===== src/rtl/seg_scan_ctrl.sv =====
// ---------------------------------------------------------------------------
// seg_scan_ctrl
//   Two-digit score display sequencer. Converts the 7-bit binary score to
//   BCD with a repeated-subtract sequencer, then time-multiplexes one shared
//   4-bit digit bus between the ones and tens segment decoders at a
//   programmable scan rate. Adds leading-zero blanking on the tens digit and
//   a blink while the game-over mode is active.
//
// Parameters
//   DIV_W        width of the scan prescaler reload value
//   BLINK_TICKS  scan ticks per blink half-period (>= 1)
//
// Ports
//   clk          system clock, rising edge
//   rst          asynchronous active-high reset
//   score_bin    binary score, values above 99 are shown as 99
//   game_over    level, enables the blink
//   refresh_div  scan tick period minus one, in clk cycles (sampled live)
//   digit_out    BCD digit on the shared decoder bus (registered)
//   en_ones      ones decoder enable (registered)
//   en_tens      tens decoder enable (registered)
//   conv_busy    high while a BCD conversion is in progress (registered)
// ---------------------------------------------------------------------------
module seg_scan_ctrl #(
    parameter int DIV_W       = 10,
    parameter int BLINK_TICKS = 8
) (
    input  logic             clk,
    input  logic             rst,
    input  logic [6:0]       score_bin,
    input  logic             game_over,
    input  logic [DIV_W-1:0] refresh_div,
    output logic [3:0]       digit_out,
    output logic             en_ones,
    output logic             en_tens,
    output logic             conv_busy
);

    localparam int               BLK_W     = (BLINK_TICKS > 1) ? $clog2(BLINK_TICKS) : 1;
    localparam logic [BLK_W-1:0] BLK_LAST  = BLK_W'(BLINK_TICKS - 1);
    localparam logic [6:0]       MAX_SCORE = 7'd99;

    typedef enum logic {
        ST_SCAN = 1'b0,
        ST_CONV = 1'b1
    } state_t;

    state_t           state_q, state_d;
    logic [6:0]       last_score_q, last_score_d;
    logic [6:0]       rem_q, rem_d;
    logic [3:0]       cnt_q, cnt_d;
    logic [3:0]       ones_q, ones_d;
    logic [3:0]       tens_q, tens_d;
    logic [DIV_W-1:0] presc_q, presc_d;
    logic             digit_sel_q, digit_sel_d;
    logic [BLK_W-1:0] blink_q, blink_d;
    logic             blank_phase_q, blank_phase_d;
    logic [3:0]       digit_out_q, digit_out_d;
    logic             en_ones_q, en_ones_d;
    logic             en_tens_q, en_tens_d;
    logic             conv_busy_q, conv_busy_d;
    logic             tick_s;

    // Conversion sequencer: capture a changed score, then subtract tens
    // until the remainder is a single digit; both digits commit together.
    always_comb begin
        state_d      = state_q;
        last_score_d = last_score_q;
        rem_d        = rem_q;
        cnt_d        = cnt_q;
        ones_d       = ones_q;
        tens_d       = tens_q;
        case (state_q)
            ST_SCAN: begin
                if (score_bin != last_score_q) begin
                    state_d      = ST_CONV;
                    last_score_d = score_bin;
                    rem_d        = (score_bin > MAX_SCORE) ? MAX_SCORE : score_bin;
                    cnt_d        = 4'd0;
                end else begin
                    state_d = ST_SCAN;
                end
            end
            ST_CONV: begin
                if (rem_q >= 7'd10) begin
                    rem_d = rem_q - 7'd10;
                    cnt_d = cnt_q + 4'd1;
                end else begin
                    ones_d  = rem_q[3:0];
                    tens_d  = cnt_q;
                    state_d = ST_SCAN;
                end
            end
            default: begin
                state_d = ST_SCAN;
            end
        endcase
    end

    // Scan prescaler, digit slot select and game-over blink phase.
    always_comb begin
        tick_s = (presc_q == refresh_div);
        if (tick_s) begin
            presc_d     = '0;
            digit_sel_d = ~digit_sel_q;
        end else begin
            // Free-running increment: a lowered refresh_div wraps at all-ones.
            presc_d     = presc_q + DIV_W'(1);
            digit_sel_d = digit_sel_q;
        end
        if (!game_over) begin
            blink_d       = '0;
            blank_phase_d = 1'b0;
        end else if (tick_s && (blink_q == BLK_LAST)) begin
            blink_d       = '0;
            blank_phase_d = ~blank_phase_q;
        end else if (tick_s) begin
            blink_d       = blink_q + BLK_W'(1);
            blank_phase_d = blank_phase_q;
        end else begin
            blink_d       = blink_q;
            blank_phase_d = blank_phase_q;
        end
    end

    // Output staging from the current committed digits and scan state.
    always_comb begin
        digit_out_d = digit_sel_q ? tens_q : ones_q;
        en_ones_d   = !digit_sel_q && !blank_phase_q;
        en_tens_d   = digit_sel_q && !blank_phase_q && (tens_q != 4'd0);
        // Tracks the state register so busy is high exactly during CONV.
        conv_busy_d = (state_d == ST_CONV);
    end

    // State and output registers.
    always_ff @(posedge clk or posedge rst) begin
        if (rst) begin
            state_q       <= ST_SCAN;
            last_score_q  <= 7'd0;
            rem_q         <= 7'd0;
            cnt_q         <= 4'd0;
            ones_q        <= 4'd0;
            tens_q        <= 4'd0;
            presc_q       <= '0;
            digit_sel_q   <= 1'b0;
            blink_q       <= '0;
            blank_phase_q <= 1'b0;
            digit_out_q   <= 4'd0;
            en_ones_q     <= 1'b0;
            en_tens_q     <= 1'b0;
            conv_busy_q   <= 1'b0;
        end else begin
            state_q       <= state_d;
            last_score_q  <= last_score_d;
            rem_q         <= rem_d;
            cnt_q         <= cnt_d;
            ones_q        <= ones_d;
            tens_q        <= tens_d;
            presc_q       <= presc_d;
            digit_sel_q   <= digit_sel_d;
            blink_q       <= blink_d;
            blank_phase_q <= blank_phase_d;
            digit_out_q   <= digit_out_d;
            en_ones_q     <= en_ones_d;
            en_tens_q     <= en_tens_d;
            conv_busy_q   <= conv_busy_d;
        end
    end

    assign digit_out = digit_out_q;
    assign en_ones   = en_ones_q;
    assign en_tens   = en_tens_q;
    assign conv_busy = conv_busy_q;

endmodule


===== config.mk =====
export PLATFORM = sky130hd
export DESIGN_NAME = seg_scan_ctrl
export DESIGN_NICKNAME = d
export VERILOG_FILES = /design/src/rtl/seg_scan_ctrl.sv
export SDC_FILE = /design/constraint.sdc
export NUM_CORES = 1
export LEC_CHECK = 0
export ABC_CLOCK_PERIOD_IN_PS = 3400
export CAP_MARGIN = 30
export CORE_ASPECT_RATIO = 1.75
export CORE_MARGIN = 5
export CORE_UTILIZATION = 60
export DETAILED_ROUTE_END_ITERATION = 7
export PLACE_DENSITY = 0.84
export SYNTH_ARGS = -nofsm -noshare
export SYNTH_HDL_FRONTEND = slang
export SYNTH_SLANG_ARGS = --single-unit
export TNS_END_PERCENT = 50

===== constraint.sdc =====
create_clock -name clk -period 3.4 [get_ports clk]
set_input_delay 0.68 -clock clk [delete_from_list [all_inputs] [get_ports clk]]
set_output_delay 0.68 -clock clk [all_outputs]
set_load 0.01 [all_outputs]

; ---- Word level (Yosys, flattened, before mapping)
; Cells that the tools add are included.
[totals]
output_inout_bits = 7
register_bits = 48
input_bits = 20
[op_classes]
order_cmp = 2
n_mux = 17
n_bitwise = 4
eq_ne = 7
add_sub_neg = 4
n_reduce_logical = 10
[ops]
columns = op, count
row1 = $mux 7, 3
row2 = $pmux 7 s2, 1
row3 = $mux 4, 3
row4 = $add 10x1->10 const B, 1
row5 = $eq 10x10->1, 1
row6 = $mux 10, 1
row7 = $mux 3, 3
row8 = $pmux 4 s2, 1
row9 = $ge 7x4->1 const B, 1
row10 = $gt 7x7->1 const B, 1
row11 = $ne 7x7->1, 1
row12 = $sub 7x4->7 const B, 1
row13 = $reduce_and 2->1, 3
row14 = $add 4x1->4 const B, 1
row15 = $logic_and 1x1->1, 4
row16 = $mux 1, 4
row17 = $ne 2x1->1 const B, 2
row18 = $not 1->1, 4
row19 = $reduce_bool 4->1, 1
row20 = $add 3x1->3 const B, 1
row21 = $eq 3x3->1 const B, 1
row22 = $ne 3x1->1 const B, 1
row23 = $logic_not 1->1, 2
row24 = $ne 2x2->1 const B, 1
row25 = $pmux 1 s2, 1

; ---- Depth between registers and ports, before layout
; Gate-level depths: netlist (run 1).
[logic_depth]
depth_word = 4
depth_mapped = 8
mapped_depth_nobuf = 8

; ---- Worst setup path after synthesis (run 1)
; OpenSTA, ideal clock, no wires.
[synth_timing]
path_type = input to register
start = in score_bin[5]
end = reg rem_q[5]
path_stages = 6
path_slack_ns = 1.687
t_required_ns = 3.272
setup_ns = 0.128
arrival_ns = 1.585
cell_sequence = xnor2_1 nand4_1 o31ai_4 inv_4 a21oi_2 a21oi_1
[synth_via]
elab_chain_len = 4
elab_cells_between_ends = 7
cone_classes = order compare (1) / eq/ne (2) / mux (3) / reduce/logical (1)
[synth_rtl]
columns = element, line
row1 = start: declaration, 30  ; input logic [6:0] score_bin,
row2 = $gt 7x7->1, 78  ; rem_d = (score_bin > MAX_SCORE) ? MAX_SCORE : score_bin;
row3 = $mux 7, 78
row4 = $mux 7, 75  ; if (score_bin != last_score_q) begin
row5 = $pmux 7 s2, 73  ; case (state_q)
row6 = end signal: assignment, 155  ; rem_q <= rem_d;
row7 = end: declaration, 50  ; logic [6:0] rem_q, rem_d;
; Parallel ways exist; a longest one is shown, timed or not. The select of a mux whose other input is x is not followed.
; A chain may end at the register's enable or synchronous reset.

; ---- Final worst setup path (run 1)
[layout_timing]
start = in refresh_div[6]
end = reg blank_phase_q
[layout_via]
elab_chain_len = 3
[layout_rtl]
columns = element, line
row1 = start: declaration, 32  ; input logic [DIV_W-1:0] refresh_div,
row2 = $eq 10x10->1, 102  ; tick_s = (presc_q == refresh_div);
row3 = $logic_and 1x1->1, 114  ; end else if (tick_s && (blink_q == BLK_LAST)) begin
row4 = $ne 2x1->1 (no source line), --
row5 = end signal: assignment, 162  ; blank_phase_q <= blank_phase_d;
row6 = end: declaration, 57  ; logic blank_phase_q, blank_phase_d;
; No other way between the ends.

==> reports/metrics.csv, run 1 <==
stage;metric;value;unit
placement;placed_area;2666;µm²
flow_run;maxCapViolations;0;
logic_synthesis;synthesis.area;2370;µm²
setup_path;reg2reg_from;rem_q[1]$_DFFE_PP0P_;
detailed_routing;first_pass_iters;4;
floorplanning;core_area;3866;µm²
logic_synthesis;synthArstFlopShare;100.0;%
power;vdd_ir_drop_max;0.6123;mV
setup_path;start_kind;primary input;
placement;io_buffers;26;
logic_synthesis;syn_nets;234;
floorplanning;die_x;57.51;µm
setup_path;path_cells;clkdlybuf4s50_1 -> xnor2_1 -> nand4_1 -> nor3_4 -> nand2_1 -> mux2i_1;
sta;finClkSkew;6.339;ps
final_layout;syn2layout_area_growth;17.63;%
floorplanning;initial_utilization;61.29;%
logic_synthesis;synth_flop_cell;dfrtp_1;
final_layout;stdcell_count;288;
floorplanning;dieArea;5356;µm²
cts;clkLatencyLatePin;300;ps
setup_path;criticalPathCategory;in2reg;
final_layout;antenna_cells;0;
sta;hold-worst-slack;480.6;ps
setup_path;cpPeakStageDelay;600;ps
cts;cts_setup_buffers;0;
cts;cts_resized;0;
sta;relSlewSlack;47.74;%
detailed_routing;drc;0;
sta;setup_tns;0;ps
power;power.leakage;1.218;nW
logic_synthesis;yosys.area.top_type;dfrtp_1;
setup_path;cp.required;3590;ps
sta;clock.fmax;0.4591;GHz
setup_path;path_delay_family;simple AND/OR/NAND/NOR gates;
sta;fin_crit_sh;64.07;%
logic_synthesis;synth_area_leaders;dfrtp_1 51%, xnor2_1 7.8%, mux2_2 6.2%, nor2_1 3.5%, ha_1 2.6%;
final_layout;drive_gt1_share;15.42;%
logic_synthesis;yosysUniqueCellTypes;42;
sta;layout_setup_ws;1222;ps
cts;path_clk_slew;80;ps
detailed_routing;vias_per_cell;5.632;
cts;clock_sinks;48;
detailed_routing;drt_iter0_markers;65;
sta;maxSlewViolCount;0;
detailed_routing;routedWlPerCell;15.48;µm
placement;dp_slack;862.9;ps
logic_synthesis;synth_edf_count;0;
logic_synthesis;synth_area_per_cell;11.34;µm²
cts;cts_root_buf;clkbuf_8;
floorplanning;row_count;30;
logic_synthesis;synthCells;209;
placement;globalplace.congestion;0.8631;
logic_synthesis;ys_seq_area_share;50.69;%
floorplanning;die_y;93.14;µm
setup_path;crit_arrival;2370;ps
setup_path;startpoint;refresh_div[6];
global_route;grt_pass1_vias;1729;
placement;place_hpwl;3414;µm
sta;setup_viol;0;
placement;dpl.cell_count;280;
logic_synthesis;yosys_register_bits;48;
global_route;antenna_found_initial;0;
sta;rsz0062_at_grt;no;
outcome;status;complete, no violations;
setup_path;critPathBufInv;1;
detailed_routing;routed_wirelength;4459;µm
sta;worst_slew_pin_slew;774.0;ps
detailed_routing;vias;1622;
worst_hold_path;hold_class;reg2reg;
setup_path;cp_slowest_cell;nor3_4;
global_route;grtUsageTotal;18.79;%
cts;cts_buffers;5;
floorplanning;ioPinCount;27;
setup_path;r2r_cells;8;
setup_path;crit_cells;6;
global_route;grt_pass1_wl;7741;µm
power;power_density;844.0;nW/µm²
cts;cts_hold_buf;0;
setup_path;cp-end-kind;flop;
logic_synthesis;ys_warn_count;0;
final_layout;fin_area;2788;µm²
global_route;grt_overflow;0;
sta;hold_viol_final;0;
detailed_routing;ant_nets;0;
setup_path;critPathMaxFanout;18;
cts;max-clock-path-buffers;2;
cts;cts_htree_levels;2;
cts;cts_tree;yes;
logic_synthesis;yosys.area.top_type_share;50.69;%
setup_path;r2r_slack;1430;ps
setup_path;r2r-end;rem_q[5]$_DFFE_PP0P_;
final_layout;fin_nets;264;
global_route;grt_max_degree;29;
setup_path;crit_end;blank_phase_q$_DFFE_PP0P_;
sta;period_needed;2178;ps
==> worst min-delay path by stage <==
stage,to,cells after the start,from
CTS,en_ones$_DFF_PP0_,1,blank_phase_q$_DFFE_PP0P_
global route,ones_q[1]$_DFFE_PP0P_,2,ones_q[1]$_DFFE_PP0P_
finish,en_ones$_DFF_PP0_,1,blank_phase_q$_DFFE_PP0P_
floorplan,en_ones$_DFF_PP0_,1,blank_phase_q$_DFFE_PP0P_
global placement,ones_q[1]$_DFFE_PP0P_,2,ones_q[1]$_DFFE_PP0P_
detailed placement,ones_q[1]$_DFFE_PP0P_,2,ones_q[1]$_DFFE_PP0P_
==> report_power, final <==
group | switching (W) | internal, W
Combinational | 0.000406 | 0.000483
Clock | 0.000185 | 0.000240
Sequential | 0.000231 | 0.000808
Total | 0.000821 | 0.00153
==> layer usage <==
metal	global-route usage [%]	up-vias	routed length (µm)
li1	-	787	-
met1	19.11	781	1558
met2	34.43	38	2557
met3	3.453	16	149
met4	10.83	0	194
met5	0	-	0
==> registers in the layout, summed over array words and instances (netlist names), 3 cells and up <==
signal and count:
blink_q 3, rem_q 7, cnt_q 4, last_score_q 7, tens_q 4, digit_out 4
ones_q 4, presc_q 10
==> metrics by stage <==
stage / power (W) / util (%)
2_1_floorplan: 0.001680 / -
3_3_place_gp: 0.001894 / 68.45
3_5_place_dp: 0.001943 / 68.96
4_1_cts: 0.002379 / 72.10
5_1_grt: 0.002525 / 72.10
6_report: 0.002353 / 72.10
==> cell type report <==
class	count	area, µm²
sequential	48	1201
multi-input combinational	147	1081
tap	48	60.06
timing repair buffer	28	287.8
fill	299	1079
clock buffer	6	82.58
clock inverter	2	38.79
inverter	9	36.28
==> cell families (layout without fill, tap and decap cells) <==
group / count (synthesis) / count (layout) / synth area share, %
DFF: 48 / 48 / 50.69
AOI/OAI and AO/OA: 31 / 31 / 8.924
buffers and inverters: 14 / 45 / 3.696
adders and majority gates: 5 / 5 / 2.640
and+or+nand+nor: 64 / 64 / 14.15
muxes: 19 / 19 / 9.557
xor gates and xnor gates: 28 / 28 / 10.35
==> layout by cell type, fill, tap and decap left out, types with 2 or more instances in the layout <==
master	Yosys	layout
mux2i_1	2	2
o22ai_1	2	2
and4_1	2	2
clkdlybuf4s50_1	0	26
mux2_2	13	13
nor2_1	22	22
mux2_4	4	4
clkbuf_8	1	6
nor3b_1	2	2
inv_1	8	7
and3_1	2	2
xor2_1	7	7
nand4_1	4	4
a21oi_1	6	6
nand2b_1	2	2
dfrtp_1	48	48
nand2_1	16	16
ha_1	5	5
o21ai_0	12	12
nand3_1	6	6
xnor2_1	21	21
==> Yosys cell counts (all sizes together), types with 2 or more instances <==
cell type  count
nand3          6
nand2b         3
dfrtp         48
nor3           2
o22ai          2
nand4          5
nor2          22
inv            9
and4           2
and3           2
mux2          17
ha             5
mux2i          2
a21oi          7
xor2           7
nor3b          2
o21ai         13
xnor2         21
nand2         16
buf            3
clkbuf         2
Power figures use the tool's default switching activity.
==> inputs of run 2 (changes only) <==
--- a/config.mk
+++ b/config.mk
@@ -5,13 +5,13 @@
 export SDC_FILE = /design/constraint.sdc
 export NUM_CORES = 1
 export LEC_CHECK = 0
-export ABC_CLOCK_PERIOD_IN_PS = 3400
+export ABC_CLOCK_PERIOD_IN_PS = 2140
 export CAP_MARGIN = 30
 export CORE_ASPECT_RATIO = 1.75
 export CORE_MARGIN = 5
-export CORE_UTILIZATION = 60
+export CORE_UTILIZATION = 55
 export DETAILED_ROUTE_END_ITERATION = 7
-export PLACE_DENSITY = 0.84
+export PLACE_DENSITY = 0.78
 export SYNTH_ARGS = -nofsm -noshare
 export SYNTH_HDL_FRONTEND = slang
 export SYNTH_SLANG_ARGS = --single-unit
==> constraint.sdc (replaced) <==
create_clock -name clk -period 2.14 [get_ports clk]
set_input_delay 0.428 -clock clk [delete_from_list [all_inputs] [get_ports clk]]
set_output_delay 0.428 -clock clk [all_outputs]
set_load 0.01 [all_outputs]
==> reports/metrics.csv, run 2 (same netlist as run 1, synthesis figures left out) <==
stage;metric;value;unit;change
outcome;status;complete, no violations;;unchanged
cts;clkLatencyLatePin;300;ps;about the same
cts;cts_htree_levels;2;;unchanged
global_route;grt_max_degree;49;;was 29
placement;io_buffers;26;;unchanged
cts;cts_root_buf;clkbuf_8;;unchanged
final_layout;fin_nets;272;;was 264
detailed_routing;ant_nets;0;;unchanged
power;switching_share;34.85;%;was 34.92%
final_layout;antenna_cells;0;;unchanged
power;clkPwrFrac;17.2;%;was 18.1%
floorplanning;die_y;96.84;µm;was 93.14 µm
cts;path_clk_slew;90;ps;was 80 ps
sta;clock.fmax;0.5037;GHz;
detailed_routing;vias;1625;;was 1,622
power;pwr-share-seq;44.4;%;was 44.1%
placement;place_hpwl;3312;µm;was 3414 µm
setup_path;critPathBufInv;1;;unchanged
floorplanning;ioPinCount;27;;unchanged
sta;fin_crit_sh;92.77;%;
placement;globalplace.congestion;0.8598;;was 0.8631
cts;cts_resized;0;;unchanged
setup_path;critPathMaxFanout;13;;was 18
sta;hold-worst-slack;464.7;ps;was 480.6 ps
final_layout;syn2layout_area_growth;19.80;%;was 17.63%
final_layout;regMostFlops;presc_q;;unchanged
sta;setup_viol;0;;unchanged
cts;cts_hold_buf;0;;unchanged
global_route;grtUsageTotal;17.15;%;was 18.79%
global_route;antenna_found_initial;0;;unchanged
sta;rsz0062_at_grt;no;;unchanged
flow_run;maxCapViolations;0;;unchanged
placement;dp_slack;-2.034;ps;was 862.9 ps
detailed_routing;drc;0;;unchanged
floorplanning;core_area;4150;µm²;was 3866 µm²
final_layout;largestRegisters;presc_q (10), last_score_q (7), rem_q (7);;unchanged
floorplanning;die_x;59.62;µm;was 57.51 µm
setup_path;r2r_slack;310;ps;was 1430 ps
global_route;grt_overflow;0;;unchanged
final_layout;drive_gt1_share;18.15;%;was 15.42%
cts;clock_sinks;48;;unchanged
setup_path;path_delay_family;flip-flops;;was simple AND/OR/NAND/NOR gates
sta;period_needed;1985;ps;
setup_path;path_cells;clkdlybuf4s50_1;;was clkdlybuf4s50_1 -> xnor2_1 -> nand4_1 -> nor3_4 -> nand2_1 -> mux2i_1
power;vdd_ir_drop_max;0.9591;mV;was 0.6123 mV
cts;cts_buffers;5;;unchanged
final_layout;final_cell_mix;48 x dfrtp_1, 26 x clkdlybuf4s50_1, 22 x nor2_1;;unchanged
setup_path;cp-end-kind;primary output;;was flop
power;power.leakage;1.251;nW;was 1.218 nW
detailed_routing;vias_per_cell;5.471;;was 5.632
cts;cts_tree;yes;;unchanged
setup_path;cp_slowest_cell;dfrtp_1;;was nor3_4
sta;worst_slew_pin_slew;447.1;ps;was 774.0 ps
final_layout;final_common_cell;dfrtp_1;;unchanged
global_route;grt_pass1_vias;1694;;was 1,729
power;switching_power;0.001300;W;was 0.0008215 W
worst_hold_path;hold_class;in2async;;was reg2reg
sta;maxSlewViolCount;0;;unchanged
setup_path;cp.required;1710;ps;was 3590 ps
final_layout;largest_reg_flops;10;;unchanged
setup_path;start_kind;flop;;was primary input
detailed_routing;first_pass_iters;4;;unchanged
floorplanning;initial_utilization;57.10;%;was 61.29%
final_layout;n_fill_cell;312;;was 299
sta;layout_setup_ws;154.7;ps;was 1222 ps
detailed_routing;routedWlPerCell;15.02;µm;was 15.48 µm
power;combPwrFrac;38.5;%;was 37.8%
floorplanning;dieArea;5773;µm²;was 5356 µm²
setup_path;cpPeakStageDelay;630;ps;was 600 ps
global_route;grt_pass1_wl;7603;µm;was 7741 µm
sta;finClkSkew;4.265;ps;was 6.339 ps
power;power_density;1314;nW/µm²;was 844.0 nW/µm²
floorplanning;row_count;31;;was 30
cts;cts_setup_buffers;0;;unchanged
setup_path;crit_arrival;1560;ps;was 2370 ps
power;p_int;0.002430;W;was 0.001531 W
sta;relSlewSlack;70.19;%;was 47.74%
sta;hold_viol_final;0;;unchanged
setup_path;criticalPathCategory;reg2out;;was in2reg
detailed_routing;drt_iter0_markers;36;;was 65
cts;max-clock-path-buffers;2;;unchanged
detailed_routing;routed_wirelength;4461;µm;was 4459 µm
==> run 2: through the flow <==
stage	power [W]	instances	setup TNS (ps)	instance area (µm²)	utilization [%]
final	0.003731	297	0	2839	68.41
after global routing	0.004010	297	0	2839	68.41
after CTS	0.003772	297	0	2839	68.41
after detailed placement	0.003105	289	-2.034	2728	65.72
after global placement	0.003053	289	0	2728	65.72
after floorplan	0.002670	209	0	2370	-
==> run 2: worst reg2reg max path, cell delays in order, from the launching register on <==
cell and delay (ps):
dfrtp_1 440, inv_1 160, ha_1 240, nand2b_4 160, nand4_2 170, buf_4 250
mux2_4 300
==> run 2: area by class of cell <==
type	count	area, µm²	area share, %
Timing Repair Buffer	36	347.8	12.25
Inverter	9	36.28	1.278
Sequential cell	48	1201	42.31
Clock inverter	3	42.54	1.498
Tap cell	49	61.31	2.160
Multi-Input combinational cell	147	1081	38.08
Clock buffer	5	68.82	2.424
==> run 2: power groups by stage <==
stage / registers, W / clock network, W / logic [W]
after floorplan: 0.00157 / 0 / 0.00110
after global placement: 0.00166 / 0 / 0.00140
after detailed placement: 0.00167 / 0 / 0.00143
after CTS: 0.00166 / 0.000661 / 0.00145
after global routing: 0.00172 / 0.000689 / 0.00160
final: 0.00166 / 0.000641 / 0.00143
==> run 2: routing by layer <==
metal,global-route usage [%],part of all wire [%]
met3,3.063,3.2
met4,8.191,2.9
met1,17.46,36
met5,0,0
met2,31.59,58
==> run 2: worst paths after layout <==
path                                      startpoint  depth (start not counted)                    end
min in group clk           blank_phase_q$_DFFE_PP0P_                          1      en_ones$_DFF_PP0_
min reg2reg                blank_phase_q$_DFFE_PP0P_                          1      en_ones$_DFF_PP0_
min                                              rst                          3   presc_q[0]$_DFF_PP0_
max reg2reg                     rem_q[1]$_DFFE_PP0P_                          6  tens_q[3]$_DFFE_PP0P_
max                              conv_busy$_DFF_PP0_                          1              conv_busy
max in group asynchronous                        rst                          3   rem_q[2]$_DFFE_PP0P_
==> inputs of run 3 (changes only) <==
==> constraint.sdc (replaced) <==
create_clock -name clk -period 2.14 [get_ports clk]
set_input_delay 0.321 -clock clk [delete_from_list [all_inputs] [get_ports clk]]
set_output_delay 0.321 -clock clk [all_outputs]
set_load 0.01 [all_outputs]
==> reports/metrics.csv, run 3 (same netlist as run 1, synthesis figures left out) <==
stage;metric;value;unit;change
final_layout;largestRegisters;presc_q (10), last_score_q (7), rem_q (7);;unchanged
global_route;antenna_found_initial;0;;unchanged
detailed_routing;dr_wl_met2;2396;µm;was 2578 µm
final_layout;n_fill_cell;310;;was 312
sta;finClkSkew;3.191;ps;was 4.265 ps
final_layout;stdcell_count;294;;was 297
floorplanning;row_count;31;;unchanged
sta;worst_slew_pin_slew;379.8;ps;was 447.1 ps
cts;cts_htree_levels;2;;unchanged
sta;relSlewSlack;74.41;%;was 70.19%
setup_path;start_kind;flop;;unchanged
cts;cts_hold_buf;0;;unchanged
final_layout;regMostFlops;presc_q;;unchanged
global_route;grtUsageTotal;16.80;%;was 17.15%
detailed_routing;ant_nets;0;;unchanged
setup_path;cp.required;1820;ps;was 1710 ps
global_route;grt_pass1_wl;7583;µm;was 7603 µm
final_layout;multiInputGateArea;1081;µm²;unchanged
final_layout;drive_gt1_share;17.14;%;was 18.15%
power;power.leakage;1.236;nW;was 1.251 nW
placement;io_buffers;26;;unchanged
final_layout;largest_reg_flops;10;;unchanged
global_route;grt_max_degree;49;;unchanged
final_layout;final_common_cell;dfrtp_1;;unchanged
setup_path;cpPeakStageDelay;610;ps;was 630 ps
cts;clkLatencyLatePin;300;ps;about the same
power;vdd_ir_drop_max;1.045;mV;was 0.9591 mV
setup_path;criticalPathCategory;reg2out;;unchanged
global_route;grt_overflow;0;;unchanged
cts;clock_sinks;48;;unchanged
detailed_routing;drt_iter0_markers;49;;was 36
setup_path;cp_slowest_cell;clkdlybuf4s50_1;;was dfrtp_1
sta;clock.fmax;0.5534;GHz;was 0.5037 GHz
floorplanning;core_area;4150;µm²;unchanged
setup_path;critPathBufInv;1;;unchanged
worst_hold_path;hold_class;in2async;;unchanged
detailed_routing;first_pass_iters;4;;unchanged
setup_path;critPathMaxFanout;9;;was 13
outcome;status;complete, no violations;;unchanged
cts;cts_resized;0;;unchanged
setup_path;path_cells;clkdlybuf4s50_1;;unchanged
sta;hold_viol_final;0;;unchanged
global_route;grt_pass1_vias;1723;;was 1,694
detailed_routing;wl_met3;155;µm;was 141 µm
placement;dpl.cell_count;286;;was 289
floorplanning;ioPinCount;27;;unchanged
detailed_routing;wl_met1;1680;µm;was 1612 µm
sta;setup_viol;0;;unchanged
detailed_routing;top_layer;met4;;unchanged
cts;cts_buffers;5;;unchanged
final_layout;syn2layout_area_growth;18.85;%;was 19.80%
setup_path;cp-end-kind;primary output;;unchanged
setup_path;path_delay_family;buffers and inverters;;was flip-flops
setup_path;crit_arrival;1490;ps;was 1560 ps
sta;period_needed;1807;ps;was 1985 ps
detailed_routing;vias;1626;;was 1,625
detailed_routing;routed_wirelength;4370;µm;was 4461 µm
final_layout;fin_nets;269;;was 272
sta;fin_crit_sh;84.44;%;was 92.77%
detailed_routing;vias_per_cell;5.531;;was 5.471
final_layout;final_cell_mix;48 x dfrtp_1, 26 x clkdlybuf4s50_1, 22 x nor2_1;;unchanged
cts;cts_tree;yes;;unchanged
cts;cts_setup_buffers;0;;unchanged
sta;maxSlewViolCount;0;;unchanged
cts;max-clock-path-buffers;2;;unchanged
sta;setup_tns;0;ps;unchanged
detailed_routing;routedWlPerCell;14.86;µm;was 15.02 µm
floorplanning;die_y;96.84;µm;unchanged
placement;globalplace.congestion;0.8417;;was 0.8598
cts;path_clk_slew;90;ps;about the same
sta;rsz0062_at_grt;no;;unchanged
power;power_density;1321;nW/µm²;was 1314 nW/µm²
final_layout;antenna_cells;0;;unchanged
floorplanning;initial_utilization;57.10;%;unchanged
final_layout;fin_util;67.86;%;was 68.41%
placement;place_hpwl;3236;µm;was 3312 µm
floorplanning;die_x;59.62;µm;unchanged
flow_run;maxCapViolations;0;;unchanged
cts;cts_root_buf;clkbuf_8;;unchanged
floorplanning;dieArea;5773;µm²;unchanged
final_layout;seqCellArea;1201;µm²;unchanged
detailed_routing;drc;0;;unchanged
## run 3: changes by cell type in the layout (fill, tap and decap cells not counted), sizes merged
cell,before,now
buf,10,7
## run 3: worst paths after layout
check	start	end	slack, ps	cells after the start
min in group clk	ones_q[1]$_DFFE_PP0P_	ones_q[1]$_DFFE_PP0P_	490	2
max	conv_busy$_DFF_PP0_	conv_busy	330	1
min	rst	presc_q[0]$_DFF_PP0_	360	3
max in group asynchronous	rst	last_score_q[4]$_DFFE_PP0P_	1560	3
min reg2reg	ones_q[1]$_DFFE_PP0P_	ones_q[1]$_DFFE_PP0P_	490	2
max reg2reg	rem_q[1]$_DFFE_PP0P_	rem_q[1]$_DFFE_PP0P_	360	8
## run 3: layout make-up
class | count | area share [%]
repair buffers | 33 | 11.55
clock inverters | 3 | 1.510
well taps | 49 | 2.177
inverters | 9 | 1.288
multi-input cells | 147 | 38.38
flip-flops and latches | 48 | 42.65
clock buffers | 5 | 2.443
## run 3: routing by layer
| metal | vias up | global-route usage (%) |
|---|---|---|
| li1 | 797 | - |
| met1 | 774 | 19.03 |
| met2 | 42 | 28.90 |
| met3 | 13 | 3.063 |
| met4 | 0 | 8.362 |
| met5 | - | 0 |
## run 3: per-stage QoR
stage | hold WS, ps | total power (W) | setup slack [ps] | instance area, µm²
5_1_grt | 383.9 | 0.004005 | 270.0 | 2816
2_1_floorplan | 439.9 | 0.002670 | 580.1 | 2370
3_5_place_dp | 476.9 | 0.003092 | 102.2 | 2705
6_report | 359.9 | 0.003720 | 333.1 | 2816
4_1_cts | 367.9 | 0.003754 | 321.5 | 2816
3_3_place_gp | 461.3 | 0.003049 | 166.3 | 2705
## run 3: where the power goes
group / leakage [nW] / switching, W / internal [W]
Combinational: 0.593 / 0.000635 / 0.000793
Sequential: 0.588 / 0.000362 / 0.00128
Clock: 0.0541 / 0.000302 / 0.000346
